<file path="src/rtl/uart_rx_deserializer.sv">
// UART Rx deserializer: confirms the start bit at mid-bit, samples W data bits LSB-first, checks parity/stop and holds the word until rx_ack.
// Output loads on the stop-sample edge; an un-acked word is overwritten with overrun_error. Parity bit built only when UART_RX_PARITY_EN is defined.
module uart_rx_deserializer #(
    parameter int INPUT_DATA_WIDTH = 8,
    parameter int CLOCKS_PER_BIT =
`ifdef FORMAL
        8
`else
        5000
`endif
) (
    input  logic                        clk,
    input  logic                        reset,
    input  logic                        serial_in_synced,
    input  logic                        start_detected,
    input  logic                        rx_ack,
    output logic [INPUT_DATA_WIDTH-1:0] rx_data,
    output logic                        rx_valid,
    output logic                        parity_error,
    output logic                        framing_error,
    output logic                        overrun_error,
    output logic                        busy
);
    localparam int W  = INPUT_DATA_WIDTH;
    localparam int C  = CLOCKS_PER_BIT;
    localparam int H  = C / 2;
    localparam int TW = $clog2(C);
    localparam int BW = (W > 1) ? $clog2(W) : 1;

    typedef enum logic [2:0] {
        S_IDLE   = 3'd0,
        S_START  = 3'd1,
        S_DATA   = 3'd2,
`ifdef UART_RX_PARITY_EN
        S_PARITY = 3'd3,
`endif
        S_STOP   = 3'd4
    } state_e;

    state_e          state_q, state_d;
    logic            armed_q, armed_d;
    logic [TW-1:0]   tmr_q, tmr_d;
    logic [BW-1:0]   bit_q, bit_d;
    logic [W-1:0]    shift_q, shift_d;
    logic [W-1:0]    data_q, data_d;
    logic            valid_q, valid_d;
    logic            ferr_q, ferr_d;
    logic            oerr_q, oerr_d;
    logic            half_tick, bit_tick;
`ifdef UART_RX_PARITY_EN
    logic            par_q, par_d;
    logic            perr_q, perr_d;
`endif

    always_ff @(posedge clk) begin
        if (reset) begin
            state_q <= S_IDLE;
            armed_q <= 1'b0;
            tmr_q   <= '0;
            bit_q   <= '0;
            shift_q <= '0;
            data_q  <= '0;
            valid_q <= 1'b0;
            ferr_q  <= 1'b0;
            oerr_q  <= 1'b0;
`ifdef UART_RX_PARITY_EN
            par_q   <= 1'b0;
            perr_q  <= 1'b0;
`endif
        end else begin
            state_q <= state_d;
            armed_q <= armed_d;
            tmr_q   <= tmr_d;
            bit_q   <= bit_d;
            shift_q <= shift_d;
            data_q  <= data_d;
            valid_q <= valid_d;
            ferr_q  <= ferr_d;
            oerr_q  <= oerr_d;
`ifdef UART_RX_PARITY_EN
            par_q   <= par_d;
            perr_q  <= perr_d;
`endif
        end
    end

    always_comb begin
        state_d   = state_q;
        armed_d   = 1'b0;
        tmr_d     = tmr_q + TW'(1);
        bit_d     = bit_q;
        shift_d   = shift_q;
        data_d    = data_q;
        valid_d   = valid_q;
        ferr_d    = ferr_q;
        oerr_d    = oerr_q;
`ifdef UART_RX_PARITY_EN
        par_d     = par_q;
        perr_d    = perr_q;
`endif
        half_tick = (tmr_q == TW'(H - 1));
        bit_tick  = (tmr_q == TW'(C - 1));

        // Ack is applied first so a load on the same edge takes precedence.
        if (valid_q && rx_ack) begin
            valid_d = 1'b0;
            ferr_d  = 1'b0;
            oerr_d  = 1'b0;
`ifdef UART_RX_PARITY_EN
            perr_d  = 1'b0;
`endif
        end

        case (state_q)
            S_IDLE: begin
                tmr_d   = '0;
                bit_d   = '0;
                armed_d = armed_q | serial_in_synced;
                if (armed_q && start_detected && !serial_in_synced) begin
                    state_d = S_START;
                    armed_d = 1'b0;
                end
            end
            S_START: begin
                if (half_tick) begin
                    tmr_d   = '0;
                    state_d = serial_in_synced ? S_IDLE : S_DATA;
                end
            end
            S_DATA: begin
                if (bit_tick) begin
                    tmr_d   = '0;
                    shift_d = {serial_in_synced, shift_q[W-1:1]};
                    if (bit_q == BW'(W - 1)) begin
`ifdef UART_RX_PARITY_EN
                        state_d = S_PARITY;
`else
                        state_d = S_STOP;
`endif
                    end else begin
                        bit_d = bit_q + BW'(1);
                    end
                end
            end
`ifdef UART_RX_PARITY_EN
            S_PARITY: begin
                if (bit_tick) begin
                    tmr_d   = '0;
                    par_d   = serial_in_synced ^ (^shift_q);
                    state_d = S_STOP;
                end
            end
`endif
            S_STOP: begin
                if (bit_tick) begin
                    tmr_d   = '0;
                    state_d = S_IDLE;
                    data_d  = shift_q;
                    valid_d = 1'b1;
                    ferr_d  = !serial_in_synced;
                    oerr_d  = valid_q && !rx_ack;
`ifdef UART_RX_PARITY_EN
                    perr_d  = par_q;
`endif
                end
            end
            default: begin
                state_d = S_IDLE;
                tmr_d   = '0;
            end
        endcase
    end

    assign rx_data       = data_q;
    assign rx_valid      = valid_q;
    assign framing_error = ferr_q;
    assign overrun_error = oerr_q;
    assign busy          = (state_q != S_IDLE);
`ifdef UART_RX_PARITY_EN
    assign parity_error  = perr_q;
`else
    assign parity_error  = 1'b0;
`endif

endmodule

</file>
<file path="config.mk">
export PLATFORM = sky130hd
export DESIGN_NAME = uart_rx_deserializer
export DESIGN_NICKNAME = d
export VERILOG_FILES = /design/src/rtl/uart_rx_deserializer.sv
export SDC_FILE = /design/constraint.sdc
export NUM_CORES = 1
export LEC_CHECK = 0
export CAP_MARGIN = 20
export CELL_PAD_IN_SITES_DETAIL_PLACEMENT = 1
export CELL_PAD_IN_SITES_GLOBAL_PLACEMENT = 1
export CORE_AREA = 2 2 74 76
export CTS_CLUSTER_DIAMETER = 80
export DETAILED_ROUTE_END_ITERATION = 7
export DIE_AREA = 0 0 76 78
export PLACE_DENSITY_LB_ADDON = 0.1
export SLEW_MARGIN = 10
export SYNTH_ARGS = -nofsm -noshare
export SYNTH_HDL_FRONTEND = slang
export SYNTH_SLANG_ARGS = --single-unit
</file>
<file path="constraint.sdc">
create_clock -name clk -period 1.7 [get_ports clk]
set_clock_uncertainty 0.15 [all_clocks]
set_input_delay 0.34 -clock clk [delete_from_list [all_inputs] [get_ports clk]]
set_output_delay 0.34 -clock clk [all_outputs]
set_load 0.02 [all_outputs]
</file>
* Yosys cells after proc, flatten, opt, wreduce, memory -nomap -nowiden *
Cells that the tools add are included.

operators by class
  eq/ne operators = 12
  bitwise gates (word level) = 2
  muxes and demuxes = 22
  add/subtract/negate cells = 2
  reduce and logical (&&, ||, !) cells = 15

operators with widths
  operator                                                                  count
  13-bit 2-to-1 mux                                                         2
  13-bit case mux with 2 select lines                                       1
  3-bit 2-to-1 mux                                                          7
  13-bit by 1-bit adder with 13-bit output (second input constant)          1
  13-bit by 12-bit equality test with 1-bit output (second input constant)  1
  13-bit equality test (second input constant)                              1
  2-bit != test (second input constant)                                     6
  3-bit case mux with 4 select lines                                        1
  1-bit 2-to-1 mux                                                          9
  3-bit equality test (second input constant)                               2
  3-bit case mux with 2 select lines                                        1
  5-bit AND reduction                                                       1
  1-bit logical AND                                                         4
  2-bit AND reduction                                                       2
  3-bit by 1-bit adder with 3-bit output (second input constant)            1
  3-bit by 1-bit equality test with 1-bit output (second input constant)    1
  3-bit by 2-bit equality test with 1-bit output (second input constant)    1
  3-bit logical NOT                                                         1
  3-bit AND reduction                                                       1
  3-bit nonzero test                                                        1
  3-bit OR reduction                                                        1
  1-bit logical NOT                                                         2
  2-bit 2-to-1 mux                                                          1
  2-bit nonzero test                                                        1
  3 further kinds                                                           3

storage, ports and cells
  input port bits = 5
  word-level logic and storage cells = 62
  output and inout bits = 13
  register bits after elaboration = 39

* Depth between registers and ports, before layout *
Gate-level depths: netlist of the first run.

  word-level depth = 4
  mapped depth = 6
  depth with buffers taken out = 6

* Worst setup path after synthesis of the first run *
No wires, ideal clock.

  kind = reg-to-reg
  start = reg tmr_q[0]
  end = reg tmr_q[11]
  stages on the path, launching flop included = 7
  arrival time = 1.634 ns
  data required time = 1.433 ns
  setup time = 0.117 ns
  buffers on the path = 1
  period minus slack after synthesis = 1.902 ns
  setup slack = -0.202 ns
  cells stage by stage = dfxtp_1 > ha_1 > nor4b_4 > nand4_1 > a32oi_1 > buf_2 > nor2_1

on the way
  longest elaborated chain between the ends = 3
  elaborated cells between the ends (all ways) = 6

RTL lines
  what                                                                    line           RTL
  start, declared                                                         42             logic [TW-1:0] tmr_q, tmr_d;
  start signal, assigned                                                  73             tmr_q <= tmr_d;
  13-bit by 1-bit adder with 13-bit output, or another cell as far along  90             tmr_d = tmr_q + TW'(1);
  13-bit 2-to-1 mux, on equally long branches                             131, 155, 125
  13-bit case mux with 2 select lines (*)                                 114            case (state_q)

Mark *: on every way between the ends. The rest lies on a longest branch, timed or not.
A chain may end at the register's enable or synchronous reset.

* Final worst setup path of the first run *
  start = reg bit_q[0]
  end = reg bit_q[0]

on the way
  longest elaborated chain between the ends = 4
  elaborated cells between the ends (all ways) = 7

RTL lines
  what                                    line  RTL
  start, declared                         43    logic [BW-1:0] bit_q, bit_d;
  start signal, assigned                  74    bit_q <= bit_d;
  3-bit by 1-bit adder with 3-bit output  141   bit_d = bit_q + BW'(1);
  3-bit 2-to-1 mux                        134   if (bit_q == BW'(W - 1)) begin
  3-bit 2-to-1 mux                        131   if (bit_tick) begin
  3-bit case mux with 2 select lines      114

Several ways; a longest one is shown, not always the timed one. The select of a mux whose other input is x is not followed.

==> results of run 1 <==
-- cells by family after synthesis --
group / share of synthesized area [%]
mux: 4.63
xor+xnor: 6.08
fa+ha+maj: 2.17
simple gates: 28.0
buf+inv: 3.40
other cells: 0.217
flops: 45.2
compound gates: 10.4
-- how the worst max path moves through the flow --
stage / start / to / slack, ns / cells after the start
after floorplan: bit_q[0] / bit_q[0] / -0.07 / 6
after global placement: tmr_q[1] / shift_q[5] / -0.19 / 5
after detailed placement: tmr_q[1] / shift_q[0] / -0.19 / 5
after CTS: tmr_q[1] / bit_q[0] / -0.16 / 5
after global routing: tmr_q[1] / shift_q[7] / -0.27 / 7
final: bit_q[0] / bit_q[0] / -0.15 / 6
-- synth_stat cells (2+ instances only) --
cell and n:
sky130_fd_sc_hd__dfxtp_1 39, sky130_fd_sc_hd__nand2_1 22, sky130_fd_sc_hd__nor2_1 19, sky130_fd_sc_hd__nor3_1 14
sky130_fd_sc_hd__nand3_1 10, sky130_fd_sc_hd__xnor2_1 9, sky130_fd_sc_hd__mux2i_1 8, sky130_fd_sc_hd__a31o_2 7
sky130_fd_sc_hd__clkbuf_1 6, sky130_fd_sc_hd__nand4_1 6, sky130_fd_sc_hd__inv_1 4, sky130_fd_sc_hd__a21oi_1 3
sky130_fd_sc_hd__a31oi_1 3, sky130_fd_sc_hd__ha_1 3, sky130_fd_sc_hd__or3_1 3, sky130_fd_sc_hd__xor2_1 3
sky130_fd_sc_hd__and3_1 2, sky130_fd_sc_hd__buf_2 2, sky130_fd_sc_hd__nand2b_1 2, sky130_fd_sc_hd__nor2b_1 2
sky130_fd_sc_hd__nor3b_1 2, sky130_fd_sc_hd__o311ai_0 2, sky130_fd_sc_hd__or2_2 2
-- area by class of cell --
cell class                 count  area (sq um)
fill                         567          2390
inverter                       4          15.0
clock buffer                   5          68.8
multi-input combinational    140          1130
clock inverter                 2          13.8
tap                           70          87.6
sequential                    39           787
timing repair buffer          62           547
-- report_power, final --
part | switching, mW | leakage, nW | internal (mW)
logic | 0.0415 | 0.703 | 0.0409
clock network | 0.320 | 0.0440 | 0.280
registers | 0.00323 | 0.317 | 0.916
-- stage by stage --
| step | power [mW] | TNS (ns) | hold slack [ns] | utilization, % |
|---|---|---|---|---|
| finish | 1.60 | -2.67 | 0.343 | 52.6 |
| global route | 1.68 | -7.08 | 0.366 | 52.6 |
| CTS | 1.63 | -3.91 | 0.347 | 51.2 |
| detailed placement | 1.02 | -4.84 | 0.322 | 46.8 |
| global placement | 1.01 | -4.01 | 0.310 | 46.8 |
| floorplan | 0.973 | -0.370 | 0.292 | - |
-- flip-flops by register name (all words and copies together), names as in the netlist --
register,flops
rx_valid,1
tmr_q,13
shift_q,8
state_q,3
bit_q,3
armed_q,1
framing_error,1
rx_data,8
overrun_error,1
-- layer usage --
metal  up-vias  GRT usage (%)  part of all wire [%]
met5         -              0                     0
met1       805           19.4                    44
met3         6           3.84                   2.2
li1        800              -                     -
met4         0           6.18                   1.2
met2        21           32.1                    52
-- critical path: cells and delay by family, from the launching register on --
kind                     cells  cell delay, ns
AND/OR/NAND/NOR              3            0.79
flip-flops                   1            0.35
AO/OA/AOI/OAI                1            0.17
adder cells (fa/ha/maj)      2            0.32
-- layout by cell type, fill, tap and decap left out, types with 2 or more instances in the layout --
cell type	count
sky130_fd_sc_hd__a21oi_1	2
sky130_fd_sc_hd__a31o_2	2
sky130_fd_sc_hd__a31o_4	5
sky130_fd_sc_hd__a31oi_1	3
sky130_fd_sc_hd__and3_1	2
sky130_fd_sc_hd__buf_12	3
sky130_fd_sc_hd__buf_4	38
sky130_fd_sc_hd__buf_6	4
sky130_fd_sc_hd__clkbuf_8	5
sky130_fd_sc_hd__clkdlybuf4s50_1	4
sky130_fd_sc_hd__dfxtp_1	34
sky130_fd_sc_hd__dfxtp_2	5
sky130_fd_sc_hd__dlygate4sd2_1	11
sky130_fd_sc_hd__ha_4	3
sky130_fd_sc_hd__inv_1	4
sky130_fd_sc_hd__mux2i_1	8
sky130_fd_sc_hd__nand2_1	21
sky130_fd_sc_hd__nand2b_1	2
sky130_fd_sc_hd__nand3_1	9
sky130_fd_sc_hd__nand4_1	6
sky130_fd_sc_hd__nor2_1	16
sky130_fd_sc_hd__nor2_2	3
sky130_fd_sc_hd__nor2b_1	2
sky130_fd_sc_hd__nor3_1	6
sky130_fd_sc_hd__nor3_2	5
sky130_fd_sc_hd__nor3_4	4
sky130_fd_sc_hd__o311ai_0	2
sky130_fd_sc_hd__or2_2	2
sky130_fd_sc_hd__or3_1	2
sky130_fd_sc_hd__xnor2_1	9
sky130_fd_sc_hd__xor2_1	3
-- what timing repair did --
item | CTS | global route
gates cloned | 1 | 0
setup endpoints to repair | 50 | 39
pin swaps | 17 | 6
resized for setup | 36 | 17
setup buffers | 2 | 0
==> report_table.html, run 1 <==
<table>
<tr><th>Metric</th><th>Value</th></tr>
<tr><th colspan="2">Critical path</th></tr>
<tr><td>FF-to-FF setup slack</td><td>-0.15 ns</td></tr>
<tr><td>Setup Crit Path Kind</td><td>reg -&gt; reg</td></tr>
<tr><td>Max Fanout on Critical Path</td><td>4</td></tr>
<tr><td>Arr. time, crit path</td><td>1.91 ns</td></tr>
<tr><td>Startpoint of the most critical register-to-register path</td><td>bit_q[0]</td></tr>
<tr><td>Data required time at the worst endpoint</td><td>approximately 1.8 ns</td></tr>
<tr><td>Biggest cell delay along the critical path</td><td>0.45 ns</td></tr>
<tr><td>Cell with the largest stage delay on the worst path</td><td>sky130_fd_sc_hd__or4_4</td></tr>
<tr><td>Cell count of the worst reg-to-reg path</td><td>6</td></tr>
<tr><td>Worst reg2reg path endpoint</td><td>bit_q[0]</td></tr>
<tr><td>Cell chain of the critical path</td><td>ha_4, ha_4, and3b_1, nand4_1, or4_4, a31oi_1</td></tr>
<tr><td>Worst setup EP type</td><td>flip-flop</td></tr>
<tr><td>Most frequent cell on the critical path</td><td>sky130_fd_sc_hd__ha_4</td></tr>
<tr><td>Type of origin of the critical path</td><td>flip-flop</td></tr>
<tr><th colspan="2">Status</th></tr>
<tr><td>Run status</td><td>finished with violations</td></tr>
<tr><td>Violations in the final reports</td><td>setup timing</td></tr>
<tr><th colspan="2">Die</th></tr>
<tr><td>Chip Height</td><td>78 microns</td></tr>
<tr><td>Starting density of the core</td><td>about 34%</td></tr>
<tr><td>Area of the placeable core</td><td>5040 sq um</td></tr>
<tr><td>Die ar.</td><td>5930 sq um</td></tr>
<tr><td>Number of primary I/O pins</td><td>18</td></tr>
<tr><td>Row cnt</td><td>26</td></tr>
<tr><td>Overall die width</td><td>76 microns</td></tr>
<tr><th colspan="2">Hold path</th></tr>
<tr><td>Worst Hold Path EP</td><td>framing_error</td></tr>
<tr><td>Hold-critical path depth</td><td>2</td></tr>
<tr><td>Hold path startpoint</td><td>framing_error</td></tr>
<tr><td>Min-delay worst type</td><td>reg -&gt; reg</td></tr>
<tr><th colspan="2">Timing</th></tr>
<tr><td>Setup-violating endpoint count in the final report</td><td>38</td></tr>
<tr><td>RSZ-0062 raised after global routing</td><td>yes</td></tr>
<tr><td>Share of the cycle needed by the critical path after routing</td><td>109%</td></tr>
<tr><td>Final hold vios</td><td>0</td></tr>
<tr><td>Time the worst path needs with I/O delays and setup</td><td>1.85 ns</td></tr>
<tr><td>Max Freq</td><td>539 MHz</td></tr>
<tr><td>Post-route worst setup slack</td><td>-0.154 ns</td></tr>
<tr><td>Final Max Tran Viols</td><td>0</td></tr>
<tr><th colspan="2">Power</th></tr>
<tr><td>Leakage power total</td><td>1.06 nW</td></tr>
<tr><td>Worst IR Drop VDD</td><td>0.409 mV</td></tr>
<tr><td>Power per unit of standard cell area</td><td>604 nW/um^2</td></tr>
<tr><th colspan="2">Route</th></tr>
<tr><td>Via-to-Cell Ratio</td><td>just over 5</td></tr>
<tr><td>Total routed wirelength</td><td>~5000 microns</td></tr>
<tr><td>Routed Antenna Nets</td><td>0</td></tr>
<tr><td>Average wire per standard cell</td><td>15.2 microns</td></tr>
<tr><td>Number of vias after detailed routing</td><td>1632</td></tr>
<tr><td>First-pass iteration count of the detailed router</td><td>4</td></tr>
<tr><td>Total DRC errors in the routed layout</td><td>0</td></tr>
<tr><td>Number of DRC markers after the initial detailed-route iteration</td><td>43</td></tr>
<tr><th colspan="2">Logic synthesis</th></tr>
<tr><td>Synth Area per Inst</td><td>9.00 sq um</td></tr>
<tr><td>Top cell type's share of synthesized area</td><td>between 40% and 50%</td></tr>
<tr><td>Fraction of registers with async set/reset</td><td>0%</td></tr>
<tr><td>Top FF cell, synth</td><td>sky130_fd_sc_hd__dfxtp_1</td></tr>
<tr><td>Post-Syn Nets</td><td>200</td></tr>
<tr><td>Synthesized netlist cell count</td><td>192</td></tr>
<tr><td>Cell type with the highest aggregate area in the netlist</td><td>sky130_fd_sc_hd__dfxtp_1</td></tr>
<tr><td>Sequential share of the synthesized area</td><td>45.2%</td></tr>
<tr><td>Largest cells by area after synthesis</td><td>sky130_fd_sc_hd__dfxtp_1 (45%), sky130_fd_sc_hd__nand2_1 (4.8%), sky130_fd_sc_hd__mux2i_1 (4.6%)</td></tr>
<tr><td>Area of the mapped netlist</td><td>1730 sq um</td></tr>
<tr><td>Register bit count reported by yosys</td><td>39</td></tr>
<tr><td>Number of distinct library cell variants in the gate-level netlist after synthesis</td><td>42</td></tr>
<tr><td>Yosys warns</td><td>0</td></tr>
<tr><td>EDFF count, synth</td><td>0</td></tr>
<tr><th colspan="2">Clock tree</th></tr>
<tr><td>Cell chosen for the clock root</td><td>sky130_fd_sc_hd__clkbuf_8</td></tr>
<tr><td>Clock tree from TritonCTS</td><td>done</td></tr>
<tr><td>Insertion delay to the later sink of the worst-skew pair</td><td>~0.29 ns</td></tr>
<tr><td>Reg clk slew, reported paths</td><td>0.08 ns</td></tr>
<tr><td>Number of CTS-inserted buffers</td><td>5</td></tr>
<tr><td>Clk sinks</td><td>39</td></tr>
<tr><td>Maximum buffer depth of the clock tree</td><td>2</td></tr>
<tr><td>CTS hold repair buffers</td><td>0</td></tr>
<tr><td>Number of levels in the clock H-tree</td><td>2</td></tr>
<tr><th colspan="2">Placement</th></tr>
<tr><td>Placed cell count</td><td>312</td></tr>
<tr><td>Pre-CTS setup slack</td><td>-0.188 ns</td></tr>
<tr><td>Routability cong.</td><td>~0.86</td></tr>
<tr><td>Final HPWL from detailed placement</td><td>3730 microns</td></tr>
<tr><td>Placement Cell Area</td><td>2360 sq um</td></tr>
<tr><td>Number of buffer cells added on primary ports</td><td>16</td></tr>
<tr><th colspan="2">GRT</th></tr>
<tr><td>Largest net degree at the start of global routing</td><td>16</td></tr>
<tr><td>Number of antenna violations at the first check in global routing</td><td>0</td></tr>
<tr><td>Wire length of the first global-routing pass</td><td>8180 microns</td></tr>
<tr><td>Total gr overflow</td><td>0</td></tr>
<tr><td>Via count of the first global-routing pass</td><td>1755</td></tr>
<tr><td>All-Layer GR Usage</td><td>17.3%</td></tr>
<tr><th colspan="2">Final layout</th></tr>
<tr><td>Layout-stage area growth over the synthesis result</td><td>53.4%</td></tr>
<tr><td>Fraction of final layout cells sized beyond drive strength 1</td><td>37.7%</td></tr>
<tr><td>Final net count</td><td>between 200 and 300</td></tr>
<tr><td>Antenna fix cells</td><td>0</td></tr>
<tr><td>Number of non-filler instances in the completed layout</td><td>around 320</td></tr>
<tr><td>Layout Cell Area excl Fill</td><td>2650 sq um</td></tr>
<tr><th colspan="2">Run</th></tr>
<tr><td>Number of max-cap violations</td><td>0</td></tr>
</table>
(Power assumes the default switching activity.)
==> run 2, diff against run 1 <==
Settings changed: MAX_ROUTING_LAYER set to met4.
==> run 2 against run 1 <==
Compared with the run above:
- the run still ends with setup timing left
- worst setup slack unchanged
- fmax unchanged
- cell area unchanged
- critical path depth unchanged
- flip-flop and latch count unchanged
- largest cell class unchanged
==> report_table.html, run 2 (synthesis gave the netlist of run 1 again) <==
<table>
<tr><th>Metric</th><th>Value</th></tr>
<tr><th colspan="2">GRT</th></tr>
<tr><td>Via count of the first global-routing pass</td><td>1754 (-0.057%)</td></tr>
<tr><td>All-Layer GR Usage</td><td>17.8% (+0.56 points)</td></tr>
<tr><td>Wire length of the first global-routing pass</td><td>8180 microns (unchanged)</td></tr>
<tr><td>Number of antenna violations at the first check in global routing</td><td>0 (unchanged)</td></tr>
<tr><td>Largest net degree at the start of global routing</td><td>16 (unchanged)</td></tr>
<tr><td>Total gr overflow</td><td>0 (unchanged)</td></tr>
<tr><th colspan="2">Power</th></tr>
<tr><td>Power per unit of standard cell area</td><td>604 nW/um^2 (about the same)</td></tr>
<tr><td>Worst IR Drop VDD</td><td>0.409 mV (about the same)</td></tr>
<tr><td>Overall power</td><td>1.60 mW (about the same)</td></tr>
<tr><td>Leakage power total</td><td>1.06 nW (unchanged)</td></tr>
<tr><th colspan="2">Clock tree</th></tr>
<tr><td>Number of levels in the clock H-tree</td><td>2 (unchanged)</td></tr>
<tr><td>Clock tree from TritonCTS</td><td>done</td></tr>
<tr><td>Clk sinks</td><td>39 (unchanged)</td></tr>
<tr><td>Reg clk slew, reported paths</td><td>0.08 ns (about the same)</td></tr>
<tr><td>Number of CTS-inserted buffers</td><td>5 (unchanged)</td></tr>
<tr><td>Cell chosen for the clock root</td><td>sky130_fd_sc_hd__clkbuf_8</td></tr>
<tr><td>Insertion delay to the later sink of the worst-skew pair</td><td>0.29 ns (about the same)</td></tr>
<tr><td>Maximum buffer depth of the clock tree</td><td>2 (unchanged)</td></tr>
<tr><th colspan="2">Hold path</th></tr>
<tr><td>Min-delay worst type</td><td>reg -&gt; reg</td></tr>
<tr><td>Hold-critical path depth</td><td>2 (unchanged)</td></tr>
<tr><td>Worst Hold Path EP</td><td>framing_error</td></tr>
<tr><td>Hold path startpoint</td><td>framing_error</td></tr>
<tr><th colspan="2">Final layout</th></tr>
<tr><td>Largest register FFs</td><td>13 (unchanged)</td></tr>
<tr><td>Final design utilization</td><td>52.6% (unchanged)</td></tr>
<tr><td>Number of non-filler instances in the completed layout</td><td>322 (unchanged)</td></tr>
<tr><td>Final net count</td><td>260 (unchanged)</td></tr>
<tr><td>Top library cells by usage in the layout, fill and taps aside</td><td>sky130_fd_sc_hd__buf_4 (38), sky130_fd_sc_hd__dfxtp_1 (34), sky130_fd_sc_hd__nand2_1 (21)</td></tr>
<tr><td>Biggest register</td><td>tmr_q</td></tr>
<tr><td>Antenna fix cells</td><td>0 (unchanged)</td></tr>
<tr><td>Fraction of final layout cells sized beyond drive strength 1</td><td>37.7% (unchanged)</td></tr>
<tr><td>Commonest non-fill, non-tap cell in the layout</td><td>sky130_fd_sc_hd__buf_4</td></tr>
<tr><td>Layout-stage area growth over the synthesis result</td><td>53.4% (unchanged)</td></tr>
<tr><th colspan="2">Critical path</th></tr>
<tr><td>Cell count of the worst reg-to-reg path</td><td>6 (unchanged)</td></tr>
<tr><td>Cell chain of the critical path</td><td>ha_4, ha_4, and3b_1, nand4_1, or4_4, a31oi_1</td></tr>
<tr><td>FF-to-FF setup slack</td><td>-0.15 ns (about the same)</td></tr>
<tr><td>Data required time at the worst endpoint</td><td>1.75 ns (about the same)</td></tr>
<tr><td>Worst setup EP type</td><td>flip-flop</td></tr>
<tr><td>Cell with the largest stage delay on the worst path</td><td>sky130_fd_sc_hd__or4_4</td></tr>
<tr><td>Cell family with the largest share of critical-path delay</td><td>simple AND/OR/NAND/NOR gates</td></tr>
<tr><td>Type of origin of the critical path</td><td>flip-flop</td></tr>
<tr><td>Biggest cell delay along the critical path</td><td>0.45 ns (about the same)</td></tr>
<tr><td>Arr. time, crit path</td><td>1.91 ns (about the same)</td></tr>
<tr><td>Max Fanout on Critical Path</td><td>4 (unchanged)</td></tr>
<tr><td>Setup Crit Path Kind</td><td>reg -&gt; reg</td></tr>
<tr><td>Worst Path Buf+Inv</td><td>0 (unchanged)</td></tr>
<tr><td>Most frequent cell on the critical path</td><td>sky130_fd_sc_hd__ha_4</td></tr>
<tr><td>Worst reg2reg path endpoint</td><td>bit_q[0]</td></tr>
<tr><td>Startpoint of the most critical register-to-register path</td><td>bit_q[0]</td></tr>
<tr><th colspan="2">Die</th></tr>
<tr><td>Area of the placeable core</td><td>5040 sq um (unchanged)</td></tr>
<tr><td>Chip Height</td><td>78 microns (unchanged)</td></tr>
<tr><td>Overall die width</td><td>76 microns (unchanged)</td></tr>
<tr><td>Number of primary I/O pins</td><td>18 (unchanged)</td></tr>
<tr><td>Starting density of the core</td><td>34.3% (unchanged)</td></tr>
<tr><td>Die ar.</td><td>5930 sq um (unchanged)</td></tr>
<tr><td>Row cnt</td><td>26 (unchanged)</td></tr>
<tr><th colspan="2">Route</th></tr>
<tr><td>Via-to-Cell Ratio</td><td>5.04 (-0.61%)</td></tr>
<tr><td>Number of DRC markers after the initial detailed-route iteration</td><td>39 (-9.3%)</td></tr>
<tr><td>Number of vias after detailed routing</td><td>1622 (-0.61%)</td></tr>
<tr><td>Total routed wirelength</td><td>4890 microns (-0.12%)</td></tr>
<tr><td>Routed Antenna Nets</td><td>0 (unchanged)</td></tr>
<tr><td>Total DRC errors in the routed layout</td><td>0 (unchanged)</td></tr>
<tr><td>Average wire per standard cell</td><td>15.2 microns (-0.12%)</td></tr>
<tr><td>First-pass iteration count of the detailed router</td><td>4 (unchanged)</td></tr>
<tr><th colspan="2">Timing</th></tr>
<tr><td>Post-route worst setup slack</td><td>-0.154 ns (unchanged)</td></tr>
<tr><td>Final Max Tran Viols</td><td>0 (unchanged)</td></tr>
<tr><td>Final hold vios</td><td>0 (unchanged)</td></tr>
<tr><td>Max Freq</td><td>539 MHz (unchanged)</td></tr>
<tr><td>Setup-violating endpoint count in the final report</td><td>38 (unchanged)</td></tr>
<tr><td>Time the worst path needs with I/O delays and setup</td><td>1.85 ns (unchanged)</td></tr>
<tr><td>RSZ-0062 raised after global routing</td><td>yes</td></tr>
<tr><td>Setup tns final</td><td>-2.62 ns (+0.0462 ns)</td></tr>
<tr><td>Share of the cycle needed by the critical path after routing</td><td>109% (unchanged)</td></tr>
<tr><th colspan="2">Placement</th></tr>
<tr><td>Pre-CTS setup slack</td><td>-0.188 ns (unchanged)</td></tr>
<tr><td>Placed cell count</td><td>312 (unchanged)</td></tr>
<tr><td>Final HPWL from detailed placement</td><td>3730 microns (unchanged)</td></tr>
<tr><td>Routability cong.</td><td>0.872 (+1.6%)</td></tr>
<tr><td>Number of buffer cells added on primary ports</td><td>16 (unchanged)</td></tr>
<tr><th colspan="2">Status</th></tr>
<tr><td>Run status</td><td>finished with violations</td></tr>
<tr><td>Violations in the final reports</td><td>setup timing</td></tr>
<tr><th colspan="2">Run</th></tr>
<tr><td>Number of max-cap violations</td><td>0 (unchanged)</td></tr>
</table>
## run 2: through the flow
step                      hold slack [ns]  area (sq um)
after floorplan                     0.292          1800
after global placement              0.310          2360
after detailed placement            0.322          2360
after CTS                           0.347          2580
after global routing                0.366          2650
final                               0.344          2650
## run 2: repair_timing
item / 4_1_cts / 5_1_grt
cloned: 1 / 0
pin swaps: 17 / 6
resized for setup: 36 / 17
hold buffers: 0 / 0
setup buffers: 2 / 0
setup endpoints to repair: 50 / 39
## run 2: final cells by class
class,count,area [sq um]
clock inverters,2,13.8
clock buffers,5,68.8
well taps,70,87.6
multi-input cells,140,1130
repair buffers,62,547
inverters,4,15.0
fillers,567,2390
flip-flops and latches,39,787
## run 2: power by group
group          leakage [nW]  switching, mW  internal [mW]  total [mW]
combinational         0.703         0.0413         0.0409      0.0823
sequential            0.317        0.00326          0.916       0.919
clock                0.0440          0.319          0.280       0.600
total                  1.06          0.364           1.24        1.60
## run 2: worst max path at each step
stage / startpoint / to / slack, ns / cells past startpoint
2_1_floorplan: bit_q[0] / bit_q[0] / -0.07 / 6
3_3_place_gp: tmr_q[1] / shift_q[5] / -0.19 / 5
3_5_place_dp: tmr_q[1] / shift_q[0] / -0.19 / 5
4_1_cts: tmr_q[1] / bit_q[0] / -0.16 / 5
5_1_grt: tmr_q[1] / shift_q[7] / -0.27 / 7
6_report: bit_q[0] / bit_q[0] / -0.15 / 6
## run 2: worst register-to-register path, delay by kind of cell (launching register included)
family	cells	cell delay, ns
AND/OR/NAND/NOR	3	0.79
adder cells (fa/ha/maj)	2	0.32
AO/OA/AOI/OAI	1	0.17
flip-flops	1	0.35
## run 2: routing by layer
| layer | track usage, % | vias to the layer above | share of wire, % |
|---|---|---|---|
| li1 | - | 798 | - |
| met5 | - | - | 0 |
| met2 | 32.1 | 17 | 52 |
| met4 | 6.18 | 0 | 1.2 |
| met3 | 4.19 | 6 | 2.0 |
| met1 | 19.4 | 801 | 45 |
